### config.mk
export PLATFORM = sky130hd
export DESIGN_NAME = pix_i2c_init_seq
export DESIGN_NICKNAME = d
export VERILOG_FILES = /design/src/rtl/pix_i2c_init_seq.sv
export SDC_FILE = /design/constraint.sdc
export NUM_CORES = 1
export LEC_CHECK = 0
export ABC_AREA = 1
export CAP_MARGIN = 20
export CELL_PAD_IN_SITES_DETAIL_PLACEMENT = 1
export CELL_PAD_IN_SITES_GLOBAL_PLACEMENT = 1
export CORE_UTILIZATION = 43
export DETAILED_ROUTE_END_ITERATION = 12
export GPL_TIMING_DRIVEN = 0
export PLACE_DENSITY = 0.92
export SETUP_SLACK_MARGIN = 0.5
export SYNTH_ARGS = -nofsm -noshare
export SYNTH_HDL_FRONTEND = slang
export SYNTH_SLANG_ARGS = --single-unit
### constraint.sdc
create_clock -name clk -period 1.9 [get_ports clk]
set_input_delay 0.285 -clock clk [delete_from_list [all_inputs] [get_ports clk]]
set_output_delay 0.285 -clock clk [all_outputs]
set_load 0.02 [all_outputs]
### src/rtl/pix_i2c_init_seq.sv
// Table-driven register-init sequencer feeding the pixel-sensor I2C master.
// Walks a synchronous ROM, issues one write per entry, honours delay entries and retries failures.
module pix_i2c_init_seq #(
  parameter logic [6:0] SlaveAddr       = 7'h10,
  parameter int         EntryCount      = 64,
  parameter int         MaxRetries      = 3,
  parameter int         DelayUnitCycles = 48000
) (
  input  logic                          clk,
  input  logic                          rst_n,
  input  logic                          start,
  output logic                          busy,
  output logic                          done,
  output logic                          err,
  output logic [$clog2(EntryCount)-1:0] err_idx,
  output logic [$clog2(EntryCount)-1:0] tbl_addr,
  input  logic [33:0]                   tbl_data,
  output logic [6:0]                    cmd_slaveAddr,
  output logic                          cmd_write,
  output logic [15:0]                   cmd_regAddr,
  output logic [15:0]                   cmd_writeData,
  output logic                          cmd_dataLen,
  output logic                          cmd_trigger,
  input  logic                          status_done,
  input  logic                          status_err
);

  localparam int AW = $clog2(EntryCount);
  localparam int RW = (MaxRetries > 0) ? $clog2(MaxRetries + 1) : 1;
  localparam logic [RW-1:0] MAX_RETRY = RW'(MaxRetries);
  localparam logic [AW-1:0] LAST_IDX  = AW'(EntryCount - 1);
  localparam logic [31:0]   DLY_UNIT  = 32'(DelayUnitCycles);

  typedef enum logic [2:0] {
    IDLE, FETCH, DECODE, ISSUE, WAIT, DELAY, NEXT, FINISH
  } state_t;

  state_t          r_state, w_state;
  logic            r_busy, w_busy;
  logic            r_done, w_done;
  logic            r_err, w_err;
  logic [AW-1:0]   r_err_idx, w_err_idx;
  logic [AW-1:0]   r_tbl_addr, w_tbl_addr;
  logic [15:0]     r_reg_addr, w_reg_addr;
  logic [15:0]     r_wdata, w_wdata;
  logic            r_len, w_len;
  logic            r_trig, w_trig;
  logic            r_done_seen, w_done_seen;
  logic [RW-1:0]   r_retry, w_retry;
  logic [31:0]     r_dly_cnt, w_dly_cnt;
  logic [32:0]     r_entry, w_entry;   // {dataLen, regAddr, data}
  logic            w_edge;
  logic [31:0]     w_dly_load;

  assign w_edge     = (status_done != r_done_seen);
  // 16-bit count times a 32-bit unit; the product fits 32 bits for the full count range.
  assign w_dly_load = 32'(tbl_data[15:0]) * DLY_UNIT;

  always_ff @(posedge clk or negedge rst_n) begin
    if (!rst_n) begin
      r_state     <= IDLE;
      r_busy      <= 1'b0;
      r_done      <= 1'b0;
      r_err       <= 1'b0;
      r_err_idx   <= '0;
      r_tbl_addr  <= '0;
      r_reg_addr  <= '0;
      r_wdata     <= '0;
      r_len       <= 1'b0;
      r_trig      <= 1'b0;
      r_done_seen <= 1'b0;
      r_retry     <= '0;
      r_dly_cnt   <= '0;
      r_entry     <= '0;
    end else begin
      r_state     <= w_state;
      r_busy      <= w_busy;
      r_done      <= w_done;
      r_err       <= w_err;
      r_err_idx   <= w_err_idx;
      r_tbl_addr  <= w_tbl_addr;
      r_reg_addr  <= w_reg_addr;
      r_wdata     <= w_wdata;
      r_len       <= w_len;
      r_trig      <= w_trig;
      r_done_seen <= w_done_seen;
      r_retry     <= w_retry;
      r_dly_cnt   <= w_dly_cnt;
      r_entry     <= w_entry;
    end
  end

  always_comb begin
    w_state     = r_state;
    w_busy      = r_busy;
    w_done      = 1'b0;
    w_err       = r_err;
    w_err_idx   = r_err_idx;
    w_tbl_addr  = r_tbl_addr;
    w_reg_addr  = r_reg_addr;
    w_wdata     = r_wdata;
    w_len       = r_len;
    w_trig      = r_trig;
    w_done_seen = r_done_seen;
    w_retry     = r_retry;
    w_dly_cnt   = r_dly_cnt;
    w_entry     = r_entry;
    case (r_state)
      IDLE: begin
        // Track the master toggle so edges arriving while idle never count.
        w_done_seen = status_done;
        if (start) begin
          w_err      = 1'b0;
          w_tbl_addr = '0;
          w_busy     = 1'b1;
          w_retry    = '0;
          w_state    = FETCH;
        end
      end
      FETCH: w_state = DECODE;
      DECODE: begin
        w_entry = {tbl_data[33], tbl_data[31:0]};
        if (tbl_data[32]) begin
          if (tbl_data[15:0] == 16'd0) begin
            w_state = FINISH;
          end else begin
            w_dly_cnt = w_dly_load;
            w_state   = DELAY;
          end
        end else begin
          w_state = ISSUE;
        end
      end
      ISSUE: begin
        w_reg_addr = r_entry[31:16];
        w_wdata    = r_entry[15:0];
        w_len      = r_entry[32];
        w_trig     = ~r_trig;
        w_state    = WAIT;
      end
      WAIT: begin
        if (w_edge) begin
          w_done_seen = status_done;
          if (!status_err) begin
            w_retry = '0;
            w_state = NEXT;
          end else if (r_retry < MAX_RETRY) begin
            w_retry = r_retry + RW'(1);
            w_state = ISSUE;
          end else begin
            w_err     = 1'b1;
            w_err_idx = r_tbl_addr;
            w_state   = FINISH;
          end
        end
      end
      DELAY: begin
        w_dly_cnt = r_dly_cnt - 32'd1;
        if (r_dly_cnt <= 32'd1) w_state = NEXT;
      end
      NEXT: begin
        if (r_tbl_addr == LAST_IDX) begin
          w_state = FINISH;
        end else begin
          w_tbl_addr = r_tbl_addr + AW'(1);
          w_state    = FETCH;
        end
      end
      FINISH: begin
        w_done  = 1'b1;
        w_busy  = 1'b0;
        w_state = IDLE;
      end
      default: w_state = IDLE;
    endcase
  end

  assign busy          = r_busy;
  assign done          = r_done;
  assign err           = r_err;
  assign err_idx       = r_err_idx;
  assign tbl_addr      = r_tbl_addr;
  assign cmd_slaveAddr = SlaveAddr;
  assign cmd_write     = 1'b1;
  assign cmd_regAddr   = r_reg_addr;
  assign cmd_writeData = r_wdata;
  assign cmd_dataLen   = r_len;
  assign cmd_trigger   = r_trig;

endmodule

==> flow_summary.json, run 1 <==
{
  "yosysWarningCount": 0,
  "status": "stopped before the end",
  "synth_top_family_by_area": "adder cells",
  "synth_area_leaders": "dfrtp_1 31%, fa_1 14%, nand2_1 13%",
  "hpwl_mm": 23.7,
  "error": "[ERROR GRT-0232] Routing congestion too high. Check the congestion heatmap in the GUI.",
  "grt_use_total": 0.706,
  "haltStage": "global routing (5_1_grt)",
  "seq_area_frac_synth": 0.309,
  "yosys.area.top_type": "dfrtp_1",
  "ys_types": 43,
  "dominantRegCellSynth": "dfrtp_1",
  "clock_sinks": 120,
  "cts.htree.levels": 4,
  "clk_path_buf_depth": 2,
  "syn_inst": 1271,
  "fp-row-count": 54,
  "place.gp.congestion": 0.881,
  "ys_ff_latch": 120,
  "grt_max_degree": 91,
  "synth_top_area_frac": 0.309,
  "syn_area_mm2": 0.00973,
  "die_w_um": 152,
  "synthSimpleGateAreaFrac": 0.225,
  "initial_core_util": 0.442,
  "synthMuxAreaShare": 0.00347,
  "post-place-ws_ns": -2.92,
  "synth_edf_count": 0,
  "synthAdderAreaFrac": 0.244,
  "synthArstFlopShare": 1.00,
  "synth-compound-area-share": 0.0796,
  "io_pins": 96,
  "root_buffer": "clkbuf_16",
  "syn-mean-instance-area_um2": 7.65,
  "endpoint_type": "register data pin",
  "io_buffers": 87,
  "cts_inserted_buffers": 17,
  "die_h_um": 152,
  "crit_endpoint": "r_dly_cnt[28]$_DFFE_PN0P_/D",
  "grt-ovfl-total": 61,
  "synthXorXnorAreaFrac": 0.0162
}
==> stage by stage <==
step	hold slack [ns]	util	cell area (um2)	cells
floorplan	-0.0106	-	10100	1277
global placement	0.455	0.515	11300	1644
CTS	0.168	0.630	13900	1750
detailed placement	0.191	0.517	11400	1645
==> logic make-up after synthesis <==
| kind of cell | after synthesis |
|---|---|
| AOI/OAI and AO/OA | 143 |
| xor gates and xnor gates | 18 |
| adders and majority gates | 149 |
| buffers and inverters | 304 |
| DFF | 120 |
| muxes | 3 |
| other | 2 |
| and+or+nand+nor | 532 |
==> routing by layer <==
metal / track usage / overflow
met5: 0.126 / 0
met1: 0.706 / 0
met2: 0.909 / 35
met4: 0.684 / 26
met3: 0.537 / 0
==> timing repair <==
item                                    CTS
pin swaps                                77
endpoints found under the setup margin  166
hold buffers                              1
gates cloned                              9
gates resized for setup                 572
setup buffers                            64
hold endpoints to repair                 30
==> synth_stat cells (2+ instances only) <==
cell,n
xor2_1,13
buf_4,8
o21bai_1,6
ha_1,81
nand3_1,57
xnor2_1,5
o21ai_0,78
nor3_1,7
o22ai_1,3
buf_6,2
nand2_1,337
inv_1,271
nand3b_1,6
conb_1,2
or2_2,2
nor2_1,108
inv_2,2
dfrtp_1,120
buf_2,6
a22oi_1,2
fa_1,68
clkbuf_1,13
nand4_1,5
o211ai_1,6
a31oi_1,2
mux2_2,3
o21a_1,2
a21oi_1,40
nor2_4,2
==> inputs of run 2 (changes only) <==
==> config.mk (replaced) <==
export PLATFORM = sky130hd
export DESIGN_NAME = pix_i2c_init_seq
export DESIGN_NICKNAME = d
export VERILOG_FILES = /design/src/rtl/pix_i2c_init_seq.sv
export SDC_FILE = /design/constraint.sdc
export NUM_CORES = 1
export LEC_CHECK = 0
export ABC_AREA = 1
export CAP_MARGIN = 20
export CORE_UTILIZATION = 40
export DETAILED_ROUTE_END_ITERATION = 12
export GPL_TIMING_DRIVEN = 0
export PLACE_DENSITY_LB_ADDON = 0.15
export SYNTH_ARGS = -nofsm -noshare
export SYNTH_HDL_FRONTEND = slang
export SYNTH_SLANG_ARGS = --single-unit
==> flow_summary.json, run 2 <==
{
  "via_count": 8259,
  "area_delta_synth_final_pct": 31.1,
  "cts.clk_slew.worst_paths_ns": 0.06,
  "criticalPathCategory": "in -> reg",
  "dominantRegCellSynth": "dfrtp_1",
  "grtUsageMet1": 0.274,
  "syn_inst": 1271,
  "initial_core_util": 0.411,
  "drcViolationCount": 0,
  "cts.htree.levels": 4,
  "period_share": 1.83,
  "crit_family": "adder cells",
  "syn_area_mm2": 0.00973,
  "worstPathRequired_ns": 2.21,
  "regMostFlops": "r_entry",
  "report.final.slew_viol_count": 0,
  "hold_path.class": "in -> reg",
  "io_pins": 96,
  "rr_worst_depth": 11,
  "antenna_found_initial": 0,
  "synthArstFlopShare": 1.00,
  "viasPerCell": 4.74,
  "whs_path_depth": 3,
  "ys_types": 43,
  "synth_area_leaders": "dfrtp_1 31%, fa_1 14%, nand2_1 13%",
  "r2r_slack_ns": -0.09,
  "grt_pass1_vias": 8210,
  "top_regs": "r_entry: 33 flops, r_dly_cnt: 32 flops",
  "drt_wl_total_mm": 23.6,
  "worst_pin_slew_ns": 0.593,
  "seq_area_frac_synth": 0.309,
  "relSlewSlack": 0.605,
  "path_common_cell": "nand2_1",
  "die_area_mm2": 0.0250,
  "cap_violations": 0,
  "mostFrequentLayoutCells": "292 x nand2_1, 234 x inv_1, 119 x dfrtp_1",
  "ant_nets": 0,
  "critPathArrivalTime_ns": 3.78,
  "hpwl_mm": 18.0,
  "cp_num_buf_inv": 7,
  "yosysWarningCount": 0,
  "clock_sinks": 120,
  "dr.pass1.iters": 4,
  "synth_edf_count": 0,
  "busiest_layer": "met2",
  "crit_path_end_kind": "register",
  "fp-row-count": 56,
  "worstSkewPairLatency_ns": 0.42,
  "antenna_cells": 0,
  "fin_area_mm2": 0.0128,
  "min_period_ns": 3.47,
  "cts_tree": "yes",
  "start_kind": "input pin",
  "cp.depth": 23,
  "grt_use_total": 0.206,
  "grt-ovfl-total": 0,
  "failed_checks": "setup timing",
  "syn-mean-instance-area_um2": 7.65,
  "largest_reg_flops": 33,
  "yosys.area.top_type": "dfrtp_1",
  "fin_ws_ns": -1.57,
  "cts_inserted_buffers": 17,
  "cp_max_fo": 8,
  "ys_ff_latch": 120,
  "crit_path_top_delay_cell": "fa_1",
  "post-place-ws_ns": -2.82,
  "drt_iter0_markers": 400,
  "skew_ns": 0.00907,
  "io_buffers": 87,
  "layout-drive-gt1-share": 0.188,
  "stdcell_count": 1744,
  "root_buffer": "clkbuf_16",
  "cp_cell_sequence": "buf_12, fa_1, inv_1, fa_1, inv_2, fa_1, inv_2, fa_1, inv_2, ha_4, nand2_4, inv_4, nand2_4, inv_2, nand2_2, nand2_4, nand2_2, nand2_1, nand2_1, nand3_1, nand2_1, nand2_1, nand2_1",
  "die_w_um": 158,
  "synth_top_area_frac": 0.309,
  "grt_max_degree": 91,
  "place.gp.congestion": 0.842,
  "power_density_mw_per_mm2": 1860,
  "multi_input_area_mm2": 0.00632,
  "grtUsageMet3": 0.0342,
  "worst_path_largest_cell_delay_ns": 0.54,
  "synth_common_cells": "337 x nand2_1, 271 x inv_1, 120 x dfrtp_1, 108 x nor2_1, 81 x ha_1",
  "grt_pass1_wl_mm": 40.2,
  "max_freq_ghz": 0.288,
  "leakage_nw": 6.38,
  "clk_path_buf_depth": 2,
  "yosysMostFrequentCell": "nand2_1",
  "status": "finished with violations",
  "avgRoutedWirePerCell_um": 13.5,
  "grt_util_met2": 0.352,
  "peakVddDrop_mv": 1.12,
  "ff_latch_area_mm2": 0.00300,
  "final_nets": 1600,
  "core-area_mm2": 0.0237,
  "hold_violations": 0,
  "setup-violations-final": 20,
  "die_h_um": 158,
  "place_area_mm2": 0.0113,
  "final_common_cell": "nand2_1",
  "fill_cells": 2279,
  "dp.cells": 1684,
  "rsz0062_at_grt": "true"
}
-- run 2: cell counts after synthesis --
No cell type changed its count.
-- run 2: worst reg2reg max path, delay by kind of cell, from the launching register on --
| family | cells | cell delay (ns) |
|---|---|---|
| flip-flops | 1 | 0.38 |
| XOR/XNOR | 1 | 0.17 |
| buffers and inverters | 1 | 0.12 |
| AND/OR/NAND/NOR | 8 | 1.06 |
| adder cells (fa/ha/maj) | 1 | 0.20 |
-- run 2: metal layers --
layer	share of wire	up-vias
met1	0.48	3944
met2	0.47	142
li1	-	4160
met3	0.043	13
met5	0	-
met4	0.0081	0
-- run 2: metrics by stage --
stage	hold slack [ns]	utilization	setup TNS [ns]	power [mW]
2_1_floorplan	-0.0106	-	-29.47	13.7
3_3_place_gp	0.453	0.477	-583.07	17.1
3_5_place_dp	0.188	0.478	-61.66	17.2
4_1_cts	0.159	0.529	-26.54	22.9
5_1_grt	0.189	0.538	-30.38	25.9
6_report	0.180	0.538	-27.50	23.7
-- run 2: final cells by class --
class | count | area share
sequential | 120 | 0.236
tap | 319 | 0.0313
clock buffer | 18 | 0.0344
multi-input combinational | 853 | 0.496
buffer | 30 | 0.0131
inverter | 274 | 0.0820
clock inverter | 14 | 0.0117
timing repair buffer | 116 | 0.0963
-- run 2: where the power goes --
group / switching, mW / total, mW / internal (mW)
clock network: 1.24 / 3.21 / 1.97
registers: 0.772 / 4.49 / 3.72
logic: 9.30 / 16.0 / 6.67
-- run 2: kinds of logic (layout without fill, tap and decap cells) --
logic type               after synthesis  after routing  share of synthesized area
multiplexers                           3              3                    0.00347
other                                  2              8                   0.000772
buffers and inverters                304            452                      0.123
adder cells (fa/ha/maj)              149            149                      0.244
AO/OA/AOI/OAI                        143            143                     0.0796
XOR/XNOR                              18             18                     0.0162
flip-flops                           120            120                      0.309
AND/OR/NAND/NOR                      532            532                      0.225
-- run 2: repair_timing --
item | in CTS | in global routing
pin swaps | 69 | 39
buffers inserted | 20 | 7
gates resized for setup | 221 | 52
endpoints found under the setup margin | 43 | 38
endpoints found under the hold margin | 30 | 0
hold buffers | 1 | 0
gates cloned | 0 | 0
-- run 2: final timing paths --
check / start / endpoint
max in group asynchronous: rst_n / r_dly_cnt[17]
max reg2reg: r_dly_cnt[0] / r_dly_cnt[26]
min reg2reg: cmd_writeData[3] / cmd_writeData[3]
min in group asynchronous: rst_n / r_entry[24]
max: tbl_data[10] / r_dly_cnt[27]
min: tbl_data[4] / r_entry[4]
Note: power is estimated with default switching activity, not from simulation.
==> inputs of run 3 (changes only) <==
--- a/config.mk
+++ b/config.mk
@@ -7,7 +7,11 @@
 export LEC_CHECK = 0
 export ABC_AREA = 1
 export CAP_MARGIN = 20
-export CORE_UTILIZATION = 40
+export CELL_PAD_IN_SITES_DETAIL_PLACEMENT = 2
+export CELL_PAD_IN_SITES_GLOBAL_PLACEMENT = 2
+export CORE_ASPECT_RATIO = 0.9
+export CORE_UTILIZATION = 34
+export CTS_CLUSTER_DIAMETER = 40
 export DETAILED_ROUTE_END_ITERATION = 12
 export GPL_TIMING_DRIVEN = 0
 export PLACE_DENSITY_LB_ADDON = 0.15
==> flow_summary.json, run 3 (synthesis gave the netlist of run 2 again) <==
{
  "fin_ws_ns": -1.90,
  "top_regs": "r_entry: 33 flops, r_dly_cnt: 32 flops",
  "mostFrequentLayoutCells": "279 x nand2_1, 231 x inv_1, 117 x dfrtp_1",
  "power_density_mw_per_mm2": 2000,
  "cp_cell_sequence": "buf_12, fa_1, inv_1, fa_1, inv_1, fa_1, inv_1, fa_1, inv_2, ha_4, nand2_1, nand2_2, a21oi_4, nor2_1, nor2_1, nand3_1, nand2_1, nor2_2, nor2_1, nor2_1",
  "io_buffers": 87,
  "peakVddDrop_mv": 0.926,
  "hold_slack_ns": 0.179,
  "cts.htree.levels": 4,
  "layout-drive-gt1-share": 0.211,
  "clk_path_buf_depth": 2,
  "regMostFlops": "r_entry",
  "viasPerCell": 5.01,
  "period_share": 2.00,
  "ant_nets": 0,
  "grt_use_total": 0.248,
  "final_common_cell": "nand2_1",
  "whs_endpoint": "r_entry[4]",
  "post-place-ws_ns": -3.10,
  "status": "finished with violations",
  "worstSkewPairLatency_ns": 0.43,
  "worst_path_largest_cell_delay_ns": 0.53,
  "critPathArrivalTime_ns": 4.12,
  "drcViolationCount": 0,
  "cp_max_fo": 5,
  "failed_checks": "setup timing",
  "rsz0062_at_grt": "true",
  "cp_num_buf_inv": 5,
  "hold_path.class": "in -> reg",
  "hold_path_startpoint": "tbl_data[4]",
  "r2r_slack_ns": -0.34,
  "report.final.slew_viol_count": 0,
  "cts_inserted_buffers": 17,
  "r2r_end": "r_dly_cnt[18]",
  "skew_ns": 0.0178,
  "min_period_ns": 3.80,
  "cap_violations": 0,
  "worstPathRequired_ns": 2.22,
  "die_area_mm2": 0.0293,
  "hold_violations": 0,
  "io_pins": 96,
  "rr_worst_depth": 6,
  "worst_pin_slew_ns": 0.764,
  "area_delta_synth_final_pct": 32.1,
  "initial_core_util": 0.347,
  "r2r_start": "r_state[1]",
  "core-area_mm2": 0.0280,
  "grt-ovfl-total": 0,
  "largest_reg_flops": 33,
  "antenna_cells": 0,
  "whs_path_depth": 3,
  "dr.pass1.iters": 4,
  "start_kind": "input pin",
  "final_nets": 1599,
  "place.gp.congestion": 0.790,
  "leakage_nw": 6.41,
  "root_buffer": "clkbuf_16",
  "cts_tree": "yes",
  "crit_path_top_delay_cell": "fa_1",
  "criticalPathCategory": "in -> reg",
  "hpwl_mm": 24.8,
  "drt_iter0_markers": 391,
  "cts.clk_slew.worst_paths_ns": 0.06,
  "die_h_um": 162,
  "crit_path_end_kind": "register",
  "crit_family": "adder cells",
  "grt_pass1_wl_mm": 56.2,
  "fp-row-count": 58,
  "drt_wl_total_mm": 36.1,
  "grt_pass1_vias": 10200,
  "die_w_um": 180,
  "antenna_found_initial": 0,
  "setup-violations-final": 22,
  "max_freq_ghz": 0.263,
  "fin_setup_tns_ns": -32.54,
  "clock_sinks": 120,
  "grt_max_degree": 90,
  "final_util": 0.459,
  "relSlewSlack": 0.491,
  "via_count": 8933,
  "avgRoutedWirePerCell_um": 20.3
}
==> run 3: routing by layer <==
| metal | track usage | share of wire | vias up |
|---|---|---|---|
| met5 | 0 | 0 | - |
| met4 | 0.0664 | 0.023 | 0 |
| met3 | 0.0253 | 0.026 | 62 |
| met2 | 0.458 | 0.52 | 186 |
| met1 | 0.308 | 0.43 | 4534 |
| li1 | - | - | 4151 |
==> run 3: through the flow <==
step / total power, mW / instances / area, um2
6_report: 25.8 / 1783 / 12900
5_1_grt: 27.6 / 1783 / 12900
4_1_cts: 23.6 / 1771 / 12400
3_5_place_dp: 18.2 / 1725 / 11400
3_3_place_gp: 17.5 / 1724 / 11400
2_1_floorplan: 13.7 / 1277 / 10000
==> run 3: final cells by class <==
cell class / count / area, um2
Tap cell: 360 / 450
Clock buffer: 17 / 425
Clock inverter: 14 / 175
Inverter: 274 / 1040
Timing Repair Buffer: 117 / 1170
Buffer: 28 / 168
Multi-Input combinational cell: 853 / 6410
Fill cell: 3164 / 15200
Sequential cell: 120 / 3010
==> run 3: worst reg2reg max path, delay by kind of cell, from the launching register on <==
kind | cells | cell delay [ns]
buffers and inverters | 3 | 1.13
flip-flops | 1 | 0.45
AO/OA/AOI/OAI | 2 | 0.39
AND/OR/NAND/NOR | 1 | 0.18
==> run 3: power by group <==
| part | switching, mW | internal, mW | leakage [nW] |
|---|---|---|---|
| combinational | 11.0 | 6.72 | 4.64 |
| clock | 1.36 | 2.07 | 0.286 |
| sequential | 0.914 | 3.72 | 1.49 |
| total | 13.2 | 12.5 | 6.41 |
==> run 3: worst max path at each step <==
stage,end,from,cells after the start,slack (ns)
after floorplan,r_dly_cnt[27],tbl_data[10],20,-1.62
after global placement,r_dly_cnt[29],rst_n,1,-4.59
final,r_dly_cnt[25],tbl_data[9],20,-1.90
after CTS,r_dly_cnt[23],tbl_data[9],20,-1.72
after detailed placement,r_dly_cnt[28],tbl_data[10],19,-3.10
after global routing,r_dly_cnt[25],tbl_data[9],20,-2.05
==> run 3: what timing repair did <==
action / 4_1_cts / 5_1_grt
hold endpoints to repair: 31 / 0
pin swaps: 39 / 40
hold buffers: 1 / 0
endpoints found under the setup margin: 60 / 53
gates resized for setup: 193 / 114
setup buffers: 14 / 14
==> inputs of run 4 (changes only) <==
--- a/config.mk
+++ b/config.mk
@@ -6,7 +6,6 @@
 export NUM_CORES = 1
 export LEC_CHECK = 0
 export ABC_AREA = 1
-export CAP_MARGIN = 20
 export CELL_PAD_IN_SITES_DETAIL_PLACEMENT = 2
 export CELL_PAD_IN_SITES_GLOBAL_PLACEMENT = 2
 export CORE_ASPECT_RATIO = 0.9
==> flow_summary.json, run 4 (synthesis gave the netlist of run 2 again) <==
{
  "hold_path_startpoint": "tbl_data[4]",
  "skew_ns": 0.0178,
  "r2r_start": "r_state[1]",
  "fin_setup_tns_ns": -32.54,
  "r2r_slack_ns": -0.34,
  "die_w_um": 180,
  "peakVddDrop_mv": 0.926,
  "worstPathRequired_ns": 2.22,
  "place.gp.congestion": 0.790,
  "whs_endpoint": "r_entry[4]",
  "grt_max_degree": 90,
  "clk_path_buf_depth": 2,
  "hpwl_mm": 24.8,
  "largest_reg_flops": 33,
  "fin_ws_ns": -1.90,
  "period_share": 2.00,
  "final_common_cell": "nand2_1",
  "criticalPathCategory": "in -> reg",
  "worstSkewPairLatency_ns": 0.43,
  "io_pins": 96,
  "mostFrequentLayoutCells": "279 x nand2_1, 231 x inv_1, 117 x dfrtp_1",
  "failed_checks": "setup timing",
  "core-area_mm2": 0.0280,
  "cts_tree": "yes",
  "fp-row-count": 58,
  "hold_path.class": "in -> reg",
  "hold_violations": 0,
  "status": "finished with violations",
  "antenna_cells": 0,
  "rsz0062_at_grt": "true",
  "top_regs": "r_entry: 33 flops, r_dly_cnt: 32 flops",
  "post-place-ws_ns": -3.10,
  "cts.htree.levels": 4,
  "critPathArrivalTime_ns": 4.12,
  "drt_iter0_markers": 391,
  "area_delta_synth_final_pct": 32.1,
  "rr_worst_depth": 6,
  "grt_pass1_wl_mm": 56.2,
  "min_period_ns": 3.80,
  "antenna_found_initial": 0,
  "worst_pin_slew_ns": 0.764,
  "relSlewSlack": 0.491,
  "whs_path_depth": 3,
  "viasPerCell": 5.01,
  "power_density_mw_per_mm2": 2000,
  "io_buffers": 87,
  "dp.cells": 1725,
  "final_nets": 1599,
  "avgRoutedWirePerCell_um": 20.3,
  "ant_nets": 0,
  "die_area_mm2": 0.0293,
  "initial_core_util": 0.347,
  "layout-drive-gt1-share": 0.211,
  "grt-ovfl-total": 0,
  "leakage_nw": 6.41,
  "fill_cells": 3164,
  "clock_sinks": 120,
  "cts_inserted_buffers": 17,
  "dr.pass1.iters": 4,
  "stdcell_count": 1783,
  "start_kind": "input pin",
  "cts.clk_slew.worst_paths_ns": 0.06,
  "cp_max_fo": 5,
  "grt_use_total": 0.248,
  "via_count": 8933,
  "setup-violations-final": 22,
  "max_freq_ghz": 0.263,
  "report.final.slew_viol_count": 0,
  "grt_pass1_vias": 10200,
  "regMostFlops": "r_entry",
  "die_h_um": 162,
  "r2r_end": "r_dly_cnt[18]",
  "drt_wl_total_mm": 36.1,
  "cap_violations": 0,
  "crit_path_end_kind": "register",
  "root_buffer": "clkbuf_16",
  "drcViolationCount": 0
}
-- run 4: layout make-up --
cell class / instances / area (um2) / share of cell area
plain buffers: 28 / 168 / 0.0130
clock buffers: 17 / 425 / 0.0331
clock inverters: 14 / 175 / 0.0136
inverters: 274 / 1040 / 0.0812
multi-input cells: 853 / 6410 / 0.499
flip-flops and latches: 120 / 3010 / 0.234
well taps: 360 / 450 / 0.0350
repair buffers: 117 / 1170 / 0.0913
-- run 4: critical path, cell delays in order --
cell     delay, ns
buf_12        0.12
fa_1          0.53
inv_1         0.06
fa_1          0.53
inv_1         0.06
fa_1          0.51
inv_1         0.06
fa_1          0.51
inv_2         0.06
ha_4          0.25
nand2_1       0.09
nand2_2       0.10
a21oi_4       0.20
nor2_1        0.06
nor2_1        0.22
nand3_1       0.14
nand2_1       0.11
nor2_2        0.06
nor2_1        0.11
nor2_1        0.05
-- run 4: routing by layer --
| metal | vias to the layer above | GRT usage | share of wire |
|---|---|---|---|
| met5 | - | 0 | 0 |
| met4 | 0 | 0.0664 | 0.023 |
| met3 | 62 | 0.0253 | 0.026 |
| met2 | 186 | 0.458 | 0.52 |
| met1 | 4534 | 0.308 | 0.43 |
| li1 | 4151 | - | - |
-- run 4: repair_timing --
| action | 4_1_cts | 5_1_grt |
|---|---|---|
| gates resized for setup | 193 | 114 |
| setup buffers | 14 | 14 |
| hold endpoints to repair | 31 | 0 |
| hold buffers | 1 | 0 |
| pin swaps | 39 | 40 |
| setup endpoints to repair | 60 | 53 |
-- run 4: power by group --
| part | switching, mW | total (mW) | internal [mW] |
|---|---|---|---|
| sequential | 0.914 | 4.64 | 3.72 |
| clock | 1.36 | 3.43 | 2.07 |
| combinational | 11.0 | 17.7 | 6.72 |
-- run 4: how the worst max path moves through the flow --
stage | start | end | slack, ns
2_1_floorplan | tbl_data[10] | r_dly_cnt[27] | -1.62
3_3_place_gp | rst_n | r_dly_cnt[29] | -4.59
3_5_place_dp | tbl_data[10] | r_dly_cnt[28] | -3.10
4_1_cts | tbl_data[9] | r_dly_cnt[23] | -1.72
5_1_grt | tbl_data[9] | r_dly_cnt[25] | -2.05
6_report | tbl_data[9] | r_dly_cnt[25] | -1.90
-- run 4: stage by stage --
stage,power [mW],instance area [um2],hold slack (ns),utilization
floorplan,13.7,10000,-0.0106,-
global placement,17.5,11400,0.453,0.405
detailed placement,18.2,11400,0.194,0.406
CTS,23.6,12400,0.188,0.444
global route,27.6,12900,0.209,0.459
finish,25.8,12900,0.179,0.459
